===== src/rtl/fetch_stage_if.sv =====
// Instruction-memory request/response bus between the fetch stage and imem.
// The fetch stage is the master: it drives requests and consumes in-order responses.
interface fetch_stage_if;
    logic        imem_req_valid;
    logic        imem_req_ready;
    logic [31:0] imem_addr;
    logic        imem_resp_valid;
    logic [31:0] imem_resp_data;

    modport master (
        output imem_req_valid,
        output imem_addr,
        input  imem_req_ready,
        input  imem_resp_valid,
        input  imem_resp_data
    );

    modport slave (
        input  imem_req_valid,
        input  imem_addr,
        output imem_req_ready,
        output imem_resp_valid,
        output imem_resp_data
    );
endinterface


===== src/rtl/fetch_stage.sv =====
// IF stage of the RV32IM pipeline: owns the PC, issues word fetches, buffers
// in-order responses in a small FIFO and presents {pc, instruction, valid} to ID.
// Redirects flush the buffer and count off stale in-flight responses.
module fetch_stage #(
    parameter logic [31:0] RESET_PC   = 32'h0000_0000,
    parameter int unsigned FIFO_DEPTH = 2
) (
    input  logic                 clk,
    input  logic                 rst,
    input  logic                 id_stall_i,
    input  logic                 redirect_en_i,
    input  logic [31:0]          redirect_pc_i,
    fetch_stage_if.master        imem,
    output logic                 if_valid_o,
    output logic [31:0]          if_pc_o,
    output logic [31:0]          if_instruction_o
);
    localparam int unsigned   CW       = $clog2(FIFO_DEPTH + 1);
    localparam int unsigned   PW       = (FIFO_DEPTH > 1) ? $clog2(FIFO_DEPTH) : 1;
    localparam logic [31:0]   NOP      = 32'h0000_0013;
    localparam logic [PW-1:0] PTR_LAST = PW'(FIFO_DEPTH - 1);
    localparam logic [CW:0]   LIMIT    = (CW+1)'(FIFO_DEPTH);

    logic [31:0]   pc_q, pc_d;
    logic [CW-1:0] outst_q, outst_d;
    logic [CW-1:0] drop_q, drop_d;
    logic [CW-1:0] count_q, count_d;
    logic [PW-1:0] wr_ptr_q, wr_ptr_d;
    logic [PW-1:0] rd_ptr_q, rd_ptr_d;
    logic [31:0]   buf_pc_q   [FIFO_DEPTH];
    logic [31:0]   buf_data_q [FIFO_DEPTH];

    logic          credit_s;
    logic          req_fire_s;
    logic          push_s;
    logic          pop_s;
    logic [31:0]   resp_tag_s;
    logic [1:0]    redirect_lsb_unused_s;

    // Buffer pointers wrap at FIFO_DEPTH, which need not be a power of two.
    function automatic logic [PW-1:0] ptr_inc(input logic [PW-1:0] p);
        logic [PW-1:0] r;
        if (p == PTR_LAST) begin
            r = '0;
        end else begin
            r = p + PW'(1);
        end
        return r;
    endfunction

    // Redirect targets are word aligned; the low bits are dropped.
    assign redirect_lsb_unused_s = redirect_pc_i[1:0];

    // Every issued request must have a buffer slot waiting for it, so the
    // response path never needs backpressure.
    assign credit_s            = (({1'b0, outst_q} + {1'b0, count_q}) < LIMIT);
    assign imem.imem_req_valid = !rst && !redirect_en_i && credit_s;
    assign imem.imem_addr      = pc_q;
    assign req_fire_s          = imem.imem_req_valid && imem.imem_req_ready;

    // A redirect flushes the buffer, so nothing is pushed or popped in that cycle.
    assign if_valid_o = (count_q != '0);
    assign pop_s      = if_valid_o && !id_stall_i && !redirect_en_i;
    assign push_s     = imem.imem_resp_valid && (drop_q == '0) && !redirect_en_i;

    // With no stale responses pending, the outstanding requests were issued
    // back to back ending at pc-4, so the oldest one sits at pc - 4*outstanding.
    assign resp_tag_s = pc_q - 32'({outst_q, 2'b00});

    assign if_pc_o          = if_valid_o ? buf_pc_q[rd_ptr_q]   : 32'h0000_0000;
    assign if_instruction_o = if_valid_o ? buf_data_q[rd_ptr_q] : NOP;

    // Next-state for PC, credit counters and buffer pointers; redirect has priority.
    always_comb begin
        pc_d     = pc_q;
        outst_d  = outst_q;
        drop_d   = drop_q;
        count_d  = count_q;
        wr_ptr_d = wr_ptr_q;
        rd_ptr_d = rd_ptr_q;
        if (redirect_en_i) begin
            pc_d     = {redirect_pc_i[31:2], 2'b00};
            count_d  = '0;
            wr_ptr_d = '0;
            rd_ptr_d = '0;
            if (imem.imem_resp_valid) begin
                outst_d = outst_q - CW'(1);
                drop_d  = outst_q - CW'(1);
            end else begin
                outst_d = outst_q;
                drop_d  = outst_q;
            end
        end else begin
            if (req_fire_s) begin
                pc_d = pc_q + 32'd4;
            end else begin
                pc_d = pc_q;
            end
            case ({req_fire_s, imem.imem_resp_valid})
                2'b10:   outst_d = outst_q + CW'(1);
                2'b01:   outst_d = outst_q - CW'(1);
                default: outst_d = outst_q;
            endcase
            if (imem.imem_resp_valid && (drop_q != '0)) begin
                drop_d = drop_q - CW'(1);
            end else begin
                drop_d = drop_q;
            end
            case ({push_s, pop_s})
                2'b10:   count_d = count_q + CW'(1);
                2'b01:   count_d = count_q - CW'(1);
                default: count_d = count_q;
            endcase
            if (push_s) begin
                wr_ptr_d = ptr_inc(wr_ptr_q);
            end else begin
                wr_ptr_d = wr_ptr_q;
            end
            if (pop_s) begin
                rd_ptr_d = ptr_inc(rd_ptr_q);
            end else begin
                rd_ptr_d = rd_ptr_q;
            end
        end
    end

    // PC, counters and pointers.
    always_ff @(posedge clk or posedge rst) begin
        if (rst) begin
            pc_q     <= RESET_PC;
            outst_q  <= '0;
            drop_q   <= '0;
            count_q  <= '0;
            wr_ptr_q <= '0;
            rd_ptr_q <= '0;
        end else begin
            pc_q     <= pc_d;
            outst_q  <= outst_d;
            drop_q   <= drop_d;
            count_q  <= count_d;
            wr_ptr_q <= wr_ptr_d;
            rd_ptr_q <= rd_ptr_d;
        end
    end

    // Buffer storage, written with each accepted non-stale response.
    always_ff @(posedge clk or posedge rst) begin
        if (rst) begin
            for (int unsigned i = 0; i < FIFO_DEPTH; i++) begin
                buf_pc_q[i]   <= 32'h0000_0000;
                buf_data_q[i] <= 32'h0000_0000;
            end
        end else if (push_s) begin
            buf_pc_q[wr_ptr_q]   <= resp_tag_s;
            buf_data_q[wr_ptr_q] <= imem.imem_resp_data;
        end else begin
            buf_pc_q   <= buf_pc_q;
            buf_data_q <= buf_data_q;
        end
    end

    fetch_stage_chk #(.FIFO_DEPTH(FIFO_DEPTH), .CW(CW)) u_chk (
        .clk          (clk),
        .rst          (rst),
        .outst_i      (outst_q),
        .drop_i       (drop_q),
        .count_i      (count_q),
        .resp_valid_i (imem.imem_resp_valid)
    );
endmodule

// Invariants of the fetch credit scheme.
module fetch_stage_chk #(
    parameter int unsigned FIFO_DEPTH = 2,
    parameter int unsigned CW         = 2
) (
    input logic          clk,
    input logic          rst,
    input logic [CW-1:0] outst_i,
    input logic [CW-1:0] drop_i,
    input logic [CW-1:0] count_i,
    input logic          resp_valid_i
);
    localparam logic [CW:0] LIMIT = (CW+1)'(FIFO_DEPTH);

    a_credit: assert property (@(posedge clk) disable iff (rst)
        (({1'b0, outst_i} + {1'b0, count_i}) <= LIMIT));
    a_drop: assert property (@(posedge clk) disable iff (rst)
        (drop_i <= outst_i));
    a_resp: assert property (@(posedge clk) disable iff (rst)
        !(resp_valid_i && (outst_i == '0)));
endmodule

===== src/flat_wrapper.sv =====
// flat-port wrapper written by rule: the top's interface ports become plain ports
module fetch_stage_flat 
#(
    parameter logic [31:0] RESET_PC   = 32'h0000_0000,
    parameter int unsigned FIFO_DEPTH = 2
)
  (clk, rst, id_stall_i, redirect_en_i, redirect_pc_i, if_valid_o, if_pc_o, if_instruction_o, imem_imem_req_valid, imem_imem_addr, imem_imem_req_ready, imem_imem_resp_valid, imem_imem_resp_data);
  fetch_stage_if imem_i ();
  input  logic clk;
  input  logic rst;
  input  logic id_stall_i;
  input  logic redirect_en_i;
  input  logic [31:0] redirect_pc_i;
  output logic if_valid_o;
  output logic [31:0] if_pc_o;
  output logic [31:0] if_instruction_o;
  output wire logic [$bits(imem_i.imem_req_valid)-1:0] imem_imem_req_valid;
  output wire logic [$bits(imem_i.imem_addr)-1:0] imem_imem_addr;
  input wire logic [$bits(imem_i.imem_req_ready)-1:0] imem_imem_req_ready;
  input wire logic [$bits(imem_i.imem_resp_valid)-1:0] imem_imem_resp_valid;
  input wire logic [$bits(imem_i.imem_resp_data)-1:0] imem_imem_resp_data;
  assign imem_imem_req_valid = imem_i.imem_req_valid;
  assign imem_imem_addr = imem_i.imem_addr;
  assign imem_i.imem_req_ready = imem_imem_req_ready;
  assign imem_i.imem_resp_valid = imem_imem_resp_valid;
  assign imem_i.imem_resp_data = imem_imem_resp_data;
  fetch_stage #(.RESET_PC(RESET_PC), .FIFO_DEPTH(FIFO_DEPTH)) u_core (.clk(clk), .rst(rst), .id_stall_i(id_stall_i), .redirect_en_i(redirect_en_i), .redirect_pc_i(redirect_pc_i), .imem(imem_i), .if_valid_o(if_valid_o), .if_pc_o(if_pc_o), .if_instruction_o(if_instruction_o));
endmodule

===== config.mk =====
export PLATFORM = sky130hd
export DESIGN_NAME = fetch_stage_flat
export DESIGN_NICKNAME = d
export VERILOG_FILES = /design/src/rtl/fetch_stage_if.sv /design/src/rtl/fetch_stage.sv /design/src/flat_wrapper.sv
export SDC_FILE = /design/constraint.sdc
export NUM_CORES = 1
export LEC_CHECK = 0
export ABC_AREA = 1
export BUFFER_PORTS_ARGS = -buffer_cell sky130_fd_sc_hd__buf_2
export CAP_MARGIN = 5
export CORE_UTILIZATION = 61
export CTS_CLUSTER_SIZE = 40
export DETAILED_ROUTE_END_ITERATION = 10
export GPL_TIMING_DRIVEN = 0
export PLACE_DENSITY = 0.95
export SLEW_MARGIN = 10
export SYNTH_ARGS = -nofsm -noshare
export SYNTH_HDL_FRONTEND = slang
export SYNTH_SLANG_ARGS = --single-unit
export TNS_END_PERCENT = 5

===== constraint.sdc =====
create_clock -name clk -period 11.88 [get_ports clk]
set_input_delay 0.594 -clock clk [delete_from_list [all_inputs] [get_ports clk]]
set_output_delay 0.594 -clock clk [all_outputs]
set_load 0.05 [all_outputs]

* Word level (Yosys, flattened, before mapping)
Cells that the tools add are included.
W data, S select, Z words.
** Word-level totals
- Flip-flop bits (word level) :: 168
- Logic and storage cells :: 78
- Bits of input ports :: 70
- Output and inout port bits :: 98
** Operators by class
- Reductions and logical operators :: 21
- Eq/ne operators :: 4
- Add/sub/neg operators :: 10
- $lt $le $gt $ge :: 4
- Muxes and demuxes :: 27
- Bitwise logic cells :: 2
** Operator list (number)
- $mux W32 :: 11
- $bwmux W64 :: 2
- $add A32 B3 Y32 const B :: 1
- $demux W32 S1 :: 1
- $sub A32 B4 Y32 :: 1
- $reduce_bool A2 Y1 :: 6
- $mux W2 :: 5
- $logic_and A1 B1 Y1 :: 9
- $pmux W2 S2 :: 2
- $mux W1 :: 6
- $reduce_bool A3 Y1 :: 2
- $sub A2 B1 Y2 const B :: 3
- $add A2 B1 Y2 const B :: 2
- $eq A2 B1 Y1 const B :: 2
- $eq A2 B2 Y1 const B :: 2
- $ge A2 B2 Y1 const B :: 2
- $not A1 Y2 :: 2
- $add A2 B2 Y3 :: 1
- $logic_not A1 Y1 :: 3
- $lt A3 B2 Y1 const B :: 1
- $add A1 B1 Y1 const B :: 2
- $logic_not A2 Y1 :: 1
- $lt A2 B1 Y1 const B :: 1

* Logic depth before layout (Yosys ltp)
Gate-level depths: netlist (run 1).
- Depth after elaboration :: 7
- Mapped depth :: 12
- Mapped depth without buffers :: 12

* Worst setup path after synthesis (run 1)
Ideal clock, no wire load.
- Path kind :: input -> output
- From :: input port rst
- To :: output port imem_imem_req_valid
- Buffers on the path :: 0
- Data required time :: 11.286 ns
- Data arrival time :: 4.646 ns
- Stages :: 3
- Setup slack :: 6.640 ns
- Cells stage by stage :: inv_1 nand3_1 inv_1
** Between the ends
- Cells in the longest elaborated chain, start to end :: 3
** RTL lines
- start: declaration :: line flat_wrapper.sv:10 : input logic rst;
- $logic_not A1 Y1 :: line fetch_stage.sv:57 : assign imem.imem_req_valid = !rst && !redirect_en_i && credit_s;
- $logic_and A1 B1 Y1 (2 in a row) :: line fetch_stage.sv:57
- end: declaration :: line flat_wrapper.sv:17 : output wire logic [$bits(imem_i.imem_req_valid)-1:0] imem_imem_req_valid;
No other way between the ends.

* Worst setup path after layout (run 1)
- From :: register u_core.count_q[1]
- To :: output port if_pc_o[10]
** Between the ends
- Cells in the longest elaborated chain, start to end :: 2
** RTL lines
- start: declaration :: line fetch_stage.sv:27 : logic [CW-1:0] count_q, count_d;
- start signal: assignment :: line fetch_stage.sv:140 : count_q <= count_d;
- $reduce_bool A2 Y1 :: line fetch_stage.sv:62 : assign if_valid_o = (count_q != '0);
- $mux W32 :: line fetch_stage.sv:70 : assign if_pc_o = if_valid_o ? buf_pc_q[rd_ptr_q] : 32'h0000_0000;
- end: declaration :: line flat_wrapper.sv:15 : output logic [31:0] if_pc_o;
No other way between the ends.

==> flow_summary.toml, run 1 <==
[timing]
period_needed_ps = 3030
max_freq_ghz = 0.330
min_period_over_period_pct = 25.5
drv_slew = 0
final.setup.tns_ps = 0
hold_violations = 0
max-slew-margin-rel_pct = 58.0
finalSetupViolCount = 0
rsz0062_at_grt = "no"
whs_ps = 149
worst_pin_slew_ps = 629
skew_ps = 7.48

[synth]
synth_top_area_share_pct = 44.9
ys_warn_count = 0
synthesis.area_mm2 = 0.00902
synth-seq-cells = 162
synthTopCellsByArea = "dfrtp_1 45%, nand2_1 21%, inv_1 4.3%"
yosysMostFrequentCell = "nand2_1"
synth-edff-count = 0
synth_top_cell_by_area = "dfrtp_1"
netlist_top_cells_count = "508 x nand2_1, 162 x dfrtp_1, 103 x inv_1"
avgSynthCellArea_um2 = 7.09
synthFlopType = "dfrtp_1"
synth_cells = 1273
yosysSeqAreaShare_pct = 44.9
synth_cell_types = 30
async_flop_share_pct = 100

[die]
rows = 44
initial_utilization_pct = 62.3
die-area_mm2 = 0.0153
die_w_um = 124
io_pins = 168
core-area_mm2 = 0.0145
die_y_um = 124

[clock_tree]
hold_buffers = 0
clk-insertion-delay-late_ps = 440
clkTransAtPathRegs_ps = 60
cts_tree = "built"
cts_resized = 0
cts_setup_buffers = 0
cts_num_sinks = 162
root_buffer = "clkbuf_16"
h-tree-depth = 4
cts_buffer_depth = 2
cts_buffers = 17

[power]
power.density_mw_per_mm2 = 271
p_leak_uw = 0.00559
peakVddDrop_mv = 0.141

[route]
drc = 0
antenna_left = 0
vias = 9400
firstDrtPassIters = 5
drt_iter0_drc = 898
wl_per_cell_um = 16.3
via_per_inst = 5.69
wirelength_um = 26900

[place]
portBuffers = 160
dp_hpwl_um = 19000
place_area_mm2 = 0.0101
gp_congestion = 0.968

[critical_path]
r2r_end = "u_core.imem.imem_addr[13]"
startpoint = "u_core.count_q[1]"
critPathArrivalTime_ps = 2440
endpoint_kind = "output pin"
max_stage_delay_ps = 450
r2r.worst_path.cells = 10
required_ps = 11290
reg2reg_from = "u_core.outst_q[0]"
start_kind = "flop"
setup.worst_path.class = "reg2out"
worst-r2r-setup-slack_ps = 9580
slowest_stage = "clkbuf_1"
cp_max_fo = 10
crit_chain = "nor2_2 -> inv_1 -> clkbuf_1 -> o21ai_0 -> a21oi_1 -> buf_2"

[grt]
grt-ovfl-total = 0
antenna_found_initial = 0
grt_pass1_wl_um = 42500
grt_max_degree = 118
grt_use_total_pct = 36.7
grt_pass1_vias = 8706

[outcome]
outcome = "finished clean"

[flow_run]
maxCapViolCount = 0

[final_layout]
fin_util_pct = 73.7
nNetsFinal = 1532
layout-drive-gt1-share_pct = 17.6
fin_area_mm2 = 0.0107
area_delta_synth_final_pct = 18.3
n_antenna_cell = 0

[hold_path]
min_path_type = "in2async"
final cells by class:
cell class	count	area, um^2
Clock inverter	10	98.8
Sequential cell	162	4050
Buffer	77	424
Clock buffer	21	470
Tap cell	184	230
Fill cell	1067	3810
Timing Repair Buffer	161	828
Multi-Input combinational cell	928	4150
Inverter	109	417
placed cells by master, fill, tap and decap left out, types with 2 or more instances in the layout:
master	synthesis	routed
a21oi_1	66	66
buf_2	27	187
buf_4	11	11
buf_6	8	8
clkbuf_1	30	31
clkbuf_16	0	17
clkbuf_8	0	3
clkinv_2	0	2
clkinvlp_4	0	2
conb_1	1	4
dfrtp_1	162	162
fa_1	2	2
ha_1	4	4
inv_1	103	102
inv_2	6	6
inv_6	0	4
nand2_1	508	508
nand2_2	2	2
nand3_1	70	70
nand4_1	10	10
nor2_1	88	88
nor2_2	7	7
nor2_4	5	5
nor3_1	3	3
o211ai_1	5	5
o21ai_0	45	45
o21ai_1	74	74
o221ai_1	3	3
xnor2_1	5	5
xor2_1	23	23
routing by layer:
metal / global-route usage (%) / wire length (um) / vias up
li1: - / - / 4361
met1: 45.5 / 10300 / 4289
met2: 59.4 / 12700 / 632
met3: 8.61 / 2690 / 118
met4: 20.1 / 1250 / 0
met5: 0 / 0 / -
cell families (layout without fill, tap and decap cells):
logic type                 after synthesis  count (layout)  synth area share, %
DFF                                    162             162                 44.9
AOI/OAI and AO/OA                      196             196                 11.2
and+or+nand+nor                        694             694                 30.9
adders and majority gates                6               6                0.999
other                                    1               4               0.0416
xor gates and xnor gates                28              28                 2.72
buffers and inverters                  186             378                 9.24
critical path: cells and delay by family, from the launching register on:
family	cells	cell delay [ps]
AND/OR/NAND/NOR	1	150
buffers and inverters	3	920
flip-flops	1	440
AO/OA/AOI/OAI	2	480
per-stage QoR:
stage	total power, uW	std cells	setup WS (ps)
global placement	2280	1620	5040
global route	3060	1652	8750
detailed placement	2320	1621	9400
CTS	2880	1652	8910
finish	2890	1652	8850
floorplan	1960	1276	6640
how the worst max path moves through the flow:
stage / to / slack [ps] / depth (start not counted)
6_report: if_pc_o[10] / 8850 / 6
5_1_grt: if_pc_o[10] / 8750 / 6
4_1_cts: if_pc_o[10] / 8910 / 6
3_5_place_dp: if_pc_o[10] / 9400 / 6
3_3_place_gp: u_core.imem.imem_addr[20] / 5040 / 8
2_1_floorplan: imem_imem_req_valid / 6640 / 3
report_power, final:
part / internal [uW] / switching (uW)
Clock: 306 / 231
Combinational: 362 / 1070
Sequential: 777 / 147
Total: 1450 / 1450
flip-flops by register name (all words and copies together), names as in the netlist:
signal,flops
u_core.count_q,2
u_core.wr_ptr_q,1
u_core.outst_q,2
u_core.imem.imem_addr,30
u_core.buf_pc_q,60
u_core.rd_ptr_q,1
u_core.drop_q,2
u_core.buf_data_q,64
No activity file was read; power rests on OpenSTA's default activity.
==> run 2: changes to the inputs <==
--- a/config.mk
+++ b/config.mk
@@ -8,11 +8,11 @@
 export ABC_AREA = 1
 export BUFFER_PORTS_ARGS = -buffer_cell sky130_fd_sc_hd__buf_2
 export CAP_MARGIN = 5
-export CORE_UTILIZATION = 61
+export CORE_UTILIZATION = 56
 export CTS_CLUSTER_SIZE = 40
 export DETAILED_ROUTE_END_ITERATION = 10
 export GPL_TIMING_DRIVEN = 0
-export PLACE_DENSITY = 0.95
+export PLACE_DENSITY = 0.91
 export SLEW_MARGIN = 10
 export SYNTH_ARGS = -nofsm -noshare
 export SYNTH_HDL_FRONTEND = slang
==> constraint.sdc (replaced) <==
create_clock -name clk -period 3.2 [get_ports clk]
set_input_delay 0.16 -clock clk [delete_from_list [all_inputs] [get_ports clk]]
set_output_delay 0.16 -clock clk [all_outputs]
set_load 0.05 [all_outputs]
==> run 2 against run 1 <==
Compared with the run above:
- final cell count rose by 4.8%
- non-clock buffer count rose by 47
- flip-flop and latch count did not move
- cell area rose by 5.6%
- sequential power rose to 3.7 times the previous value
- power rose to 3.8 times the previous value
- clock-buffer cell count fell by 2
- critical path type unchanged
- clock skew rose by 3.5 ps
- critical path depth fell by 1
- worst setup slack got worse by 8300 ps
==> flow_summary.toml, run 2 (synthesis gave the netlist of run 1 again) <==
[die]
rows = 46
initial_utilization_pct = 57.0
io_pins = 168
die_w_um = 129
die_y_um = 129
die-area_mm2 = 0.0166
core-area_mm2 = 0.0158

[timing]
final.setup.tns_ps = 0
setup_slack_ps = 563
period_needed_ps = 2640
max_freq_ghz = 0.379
drv_slew = 0
worst_pin_slew_ps = 640
whs_ps = 9.23
skew_ps = 11.0
hold_violations = 0
min_period_over_period_pct = 82.4
rsz0062_at_grt = "no"
finalSetupViolCount = 0
max-slew-margin-rel_pct = 57.3

[place]
dp_slack_ps = 983
gp_congestion = 0.981
dp_hpwl_um = 19400
dp_cells = 1657
portBuffers = 160

[grt]
grt_use_total_pct = 34.9
grt_max_degree = 40
grt_pass1_wl_um = 44400
antenna_found_initial = 0
grt_pass1_vias = 9113
grt-ovfl-total = 0

[route]
antenna_left = 0
via_per_inst = 5.49
firstDrtPassIters = 5
wirelength_um = 27700
wl_per_cell_um = 16.0
drc = 0
vias = 9509
drt_iter0_drc = 737

[critical_path]
required_ps = 3040
crit_chain = "clkbuf_1 -> clkbuf_1 -> o21ai_0 -> a21oi_1 -> buf_2"
critPathArrivalTime_ps = 2480
max_stage_delay_ps = 500
timing.critical_path.mode_cell = "clkbuf_1"
endpoint_kind = "output pin"
start_kind = "flop"
slowest_stage = "clkbuf_1"
r2r.worst_path.cells = 10
setup.worst_path.class = "reg2out"
cp_max_fo = 10

[final_layout]
max_flop_register = "u_core.buf_data_q"
n_antenna_cell = 0
layout_commonest_cell = "nand2_1"
most-common-layout-cells = "508 x nand2_1, 186 x buf_2, 162 x dfrtp_1"
area_delta_synth_final_pct = 24.8
fin_util_pct = 71.2
layout-drive-gt1-share_pct = 17.4
largest_register_ff_count = 64
final_cells = 1732
nNetsFinal = 1579

[clock_tree]
cts_buffers = 17
cts_setup_buffers = 0
root_buffer = "clkbuf_16"
clk-insertion-delay-late_ps = 430
h-tree-depth = 4
cts_num_sinks = 162
cts_tree = "built"
cts_buffer_depth = 2
clkTransAtPathRegs_ps = 70

[outcome]
outcome = "finished clean"

[power]
p_clk_share_pct = 19.5
switching_share_pct = 49.7
p_leak_uw = 0.00582
switching_power_uw = 5430
p_int_uw = 5490
pwr-share-seq_pct = 31.3
power.density_mw_per_mm2 = 970
peakVddDrop_mv = 0.558
combPwrFrac_pct = 49.3

[hold_path]
min_path_type = "in2reg"
hold_depth = 3

[flow_run]
maxCapViolCount = 0
## run 2: cell count changes in the layout (fill, tap and decap cells not counted), moves of 2 or more
cell	change
clkinv_2	-2
inv_8	+2
buf_12	+4
dlygate4sd3_1	+43
## run 2: layout make-up
type                    instances  area, um^2
fillers                      1215        4560
multi-input cells             928        4150
flip-flops and latches        162        4050
repair buffers                208        1340
clock buffers                  19         453
plain buffers                  77         427
inverters                     109         413
well taps                     216         270
clock inverters                13         161
## run 2: what timing repair did
| action | in CTS | in global routing |
|---|---|---|
| hold endpoints to repair | 93 | 0 |
| endpoints found under the setup margin | 0 | 0 |
| gates resized for setup | 0 | 0 |
| hold buffers | 43 | 0 |
## run 2: routing by layer
metal	routed length, um	vias up	global-route usage (%)
met4	945	0	16.8
met2	13500	543	59.3
met5	0	-	0
li1	-	4445	-
met1	10800	4444	42.5
met3	2520	77	7.07
## run 2: final timing paths
path / startpoint / end / slack [ps]
min in group asynchronous: rst / u_core.imem.imem_addr[10] / 230
worst min-delay path: imem_imem_resp_data[14] / u_core.buf_data_q[46] / 9
worst min register to register: u_core.buf_pc_q[23] / u_core.buf_pc_q[23] / 480
max in group asynchronous: rst / u_core.buf_data_q[32] / 2060
worst max-delay path: u_core.rd_ptr_q / if_pc_o[16] / 560
worst max register to register: u_core.count_q[0] / u_core.imem.imem_addr[20] / 950
## run 2: power groups by stage
| stage | Sequential, uW | Combinational [uW] | Clock [uW] |
|---|---|---|---|
| 2_1_floorplan | 3570 | 3710 | 0 |
| 4_1_cts | 3390 | 5320 | 2120 |
| 3_5_place_dp | 3410 | 5230 | 0 |
| 6_report | 3410 | 5380 | 2130 |
| 5_1_grt | 3490 | 5820 | 2220 |
| 3_3_place_gp | 3370 | 5110 | 0 |
## run 2: critical path, delay by kind of cell, from the launching register on
family	cells	cell delay, ps
flops	1	320
compound gates	2	480
buf+inv	3	1240
## run 2: stage by stage
stage / area, um^2 / total power, uW
after floorplan: 9040 / 7280
after global placement: 10100 / 8480
after detailed placement: 10200 / 8640
after CTS: 11300 / 10800
after global routing: 11300 / 11500
final: 11300 / 10900
==> run 3: changes to the inputs <==
--- a/config.mk
+++ b/config.mk
@@ -5,14 +5,14 @@
 export SDC_FILE = /design/constraint.sdc
 export NUM_CORES = 1
 export LEC_CHECK = 0
-export ABC_AREA = 1
+export ABC_AREA = 0
 export BUFFER_PORTS_ARGS = -buffer_cell sky130_fd_sc_hd__buf_2
 export CAP_MARGIN = 5
-export CORE_UTILIZATION = 56
+export CORE_UTILIZATION = 50
 export CTS_CLUSTER_SIZE = 40
 export DETAILED_ROUTE_END_ITERATION = 10
 export GPL_TIMING_DRIVEN = 0
-export PLACE_DENSITY = 0.91
+export PLACE_DENSITY = 0.87
 export SLEW_MARGIN = 10
 export SYNTH_ARGS = -nofsm -noshare
 export SYNTH_HDL_FRONTEND = slang
==> constraint.sdc (replaced) <==
create_clock -name clk -period 2.3 [get_ports clk]
set_input_delay 0.115 -clock clk [delete_from_list [all_inputs] [get_ports clk]]
set_output_delay 0.115 -clock clk [all_outputs]
set_load 0.05 [all_outputs]
==> run 3 against run 2 <==
Compared with the run above:
- the run now ends with negative setup slack left
- critical path depth is 4 higher
- register-to-register slack worse by 1000 ps
- critical path type is now reg2reg
- highest routed layer unchanged
- flip-flop and latch count stayed put
- first-iteration DRC count is 29% lower
- die area is 4.4% higher
- worst setup slack worse by 610 ps
- critical endpoint is now u_core.imem.imem_addr[28]
- non-clock buffer count is 24 higher
- worst hold slack better by 59 ps
==> flow_summary.toml, run 3 <==
[outcome]
outcome = "finished, violations left"
violations = "negative setup slack"

[place]
dp_hpwl_um = 15300
gp_congestion = 0.921
dp_cells = 1218
portBuffers = 161

[die]
die_y_um = 132
rows = 47
initial_utilization_pct = 50.9
core-area_mm2 = 0.0165
die-area_mm2 = 0.0173
die_w_um = 132
io_pins = 168

[synth]
synth_top_area_share_pct = 48.2
async_flop_share_pct = 100
synth_xor_area_share_pct = 3.85
synth_cell_types = 53
synthesis.area_mm2 = 0.00841
synth_top_family_by_area = "simple AND/OR/NAND/NOR gates"
synth.area.mux_share_pct = 16.1
ys_warn_count = 0
synthSimpleGateAreaFrac_pct = 17.8
synthFlopType = "dfrtp_1"
synthTopCellsByArea = "dfrtp_1 48%, mux2_2 8.6%, mux2i_1 7.5%"
synth_top_cell_by_area = "dfrtp_1"
synth_adder_area_share_pct = 1.07
yosysMostFrequentCell = "dfrtp_1"
yosysSeqAreaShare_pct = 48.2
synth_cells = 830
synth-seq-cells = 162
netlist_top_cells_count = "162 x dfrtp_1, 117 x nor2_1, 64 x mux2_2"
synth_compound_area_share_pct = 8.88
synth-edff-count = 0
avgSynthCellArea_um2 = 10.1

[clock_tree]
clkTransAtPathRegs_ps = 60
clk-insertion-delay-late_ps = 430
cts_num_sinks = 162
h-tree-depth = 4
root_buffer = "clkbuf_16"
cts_tree = "built"
cts_buffers = 17
cts_buffer_depth = 2

[timing]
period_needed_ps = 2350
max-slew-margin-rel_pct = 58.3
finalSetupViolCount = 5
worst_pin_slew_ps = 626
skew_ps = 12.0
hold_violations = 0
drv_slew = 0
min_period_over_period_pct = 102
max_freq_ghz = 0.426
setup_slack_ps = -47.9
rsz0062_at_grt = "yes"

[critical_path]
setup.worst_path.class = "reg2reg"
critPathArrivalTime_ps = 2650
r2r_end = "u_core.imem.imem_addr[28]"
endpoint_kind = "flop"
r2r.worst_path.cells = 9
reg2reg_from = "u_core.count_q[0]"
worst-r2r-setup-slack_ps = -50
required_ps = 2600
start_kind = "flop"
cp_max_fo = 5

[final_layout]
area_delta_synth_final_pct = 32.5
nFillCells = 1177
layout_commonest_cell = "buf_2"
nNetsFinal = 1166
most-common-layout-cells = "169 x buf_2, 158 x dfrtp_1, 114 x nor2_1"
largest_register_ff_count = 64
fin_util_pct = 67.5
n_antenna_cell = 0
max_flop_register = "u_core.buf_data_q"
layout-drive-gt1-share_pct = 32.7
final_cells = 1322

[grt]
antenna_found_initial = 0
grt-ovfl-total = 0
grt_pass1_vias = 7534
grt_max_degree = 41
grt_pass1_wl_um = 38600
grt_use_total_pct = 28.4

[power]
switching_share_pct = 38.3
switching_power_uw = 4350
p_int_uw = 7010
p_leak_uw = 0.00505
peakVddDrop_mv = 0.599
pwr-share-seq_pct = 39.6
p_clk_share_pct = 23.2
power.density_mw_per_mm2 = 1020
combPwrFrac_pct = 37.2

[route]
wl_per_cell_um = 18.7
antenna_left = 0
firstDrtPassIters = 5
vias = 7607
drt_iter0_drc = 523
via_per_inst = 5.75
drc = 0
wirelength_um = 24800

[hold_path]
min_path_type = "in2reg"
holdPathEnd = "u_core.rd_ptr_q"
worstHoldStart = "id_stall_i"
hold_depth = 3

[flow_run]
maxCapViolCount = 0
-- run 3: how the worst max path moves through the flow --
stage                                  from                        end  slack (ps)  cells after the start
after floorplan           u_core.count_q[0]  u_core.imem.imem_addr[30]       -1470                      8
after global placement                  rst      u_core.buf_data_q[37]        -820                      2
after detailed placement  u_core.count_q[0]  u_core.imem.imem_addr[27]        -790                      8
after CTS                 u_core.outst_q[0]  u_core.imem.imem_addr[30]         -20                      8
after global routing      u_core.count_q[0]  u_core.imem.imem_addr[28]        -120                      9
final                     u_core.count_q[0]  u_core.imem.imem_addr[28]         -50                      9
-- run 3: critical path, cell delays in order (launching register included) --
cell      delay (ps)
dfrtp_2          440
and2_4           170
fa_2             440
nor4_4           260
and2_4           260
buf_6            130
nand4_1          160
buf_4            200
nand3b_1          70
o211ai_1          90
-- run 3: area by class of cell --
cell class	count	area, um^2	area share [%]
well taps	220	275	2.47
flip-flops and latches	162	4060	36.4
clock buffers	21	450	4.04
inverters	10	41.3	0.370
plain buffers	68	392	3.51
repair buffers	241	1620	14.5
multi-input cells	590	4230	37.9
clock inverters	10	86.3	0.774
-- run 3: power groups by stage --
stage	clock [uW]	sequential (uW)	combinational, uW
floorplan	0	4570	2770
global placement	0	4420	3740
detailed placement	0	4490	3880
CTS	2660	4450	4080
global route	2790	4600	4560
finish	2640	4500	4220
-- run 3: logic make-up after synthesis --
group,count (synthesis)
adders and majority gates,6
buffers and inverters,81
xor gates and xnor gates,37
AOI/OAI and AO/OA,125
other,1
muxes,127
and+or+nand+nor,291
DFF,162
-- run 3: what timing repair did --
item,4_1_cts,5_1_grt
cloned,0,1
pin swaps,3,13
buffers inserted,4,8
hold endpoints to repair,105,0
gates resized for setup,58,57
hold buffers,63,0
endpoints found under the setup margin,193,145
-- run 3: through the flow --
stage	instance area, um^2	power (uW)	setup WS (ps)	TNS [ps]	hold WS, ps
finish	11100	11400	-47.9	-114	68.0
global route	11100	12000	-121	-2870	84.4
CTS	10900	11200	-15.3	-47.8	20.3
detailed placement	9590	8370	-792	-56380	138
global placement	9510	8150	-825	-183480	321
floorplan	8430	7350	-1470	-47650	227
-- run 3: routing by layer --
metal | vias to the layer above | track usage [%] | share of wire (%)
li1 | 3428 | - | -
met1 | 3728 | 35.1 | 40
met2 | 395 | 48.4 | 50
met3 | 56 | 6.17 | 7.5
met4 | 0 | 11.4 | 2.4
met5 | - | 0 | 0
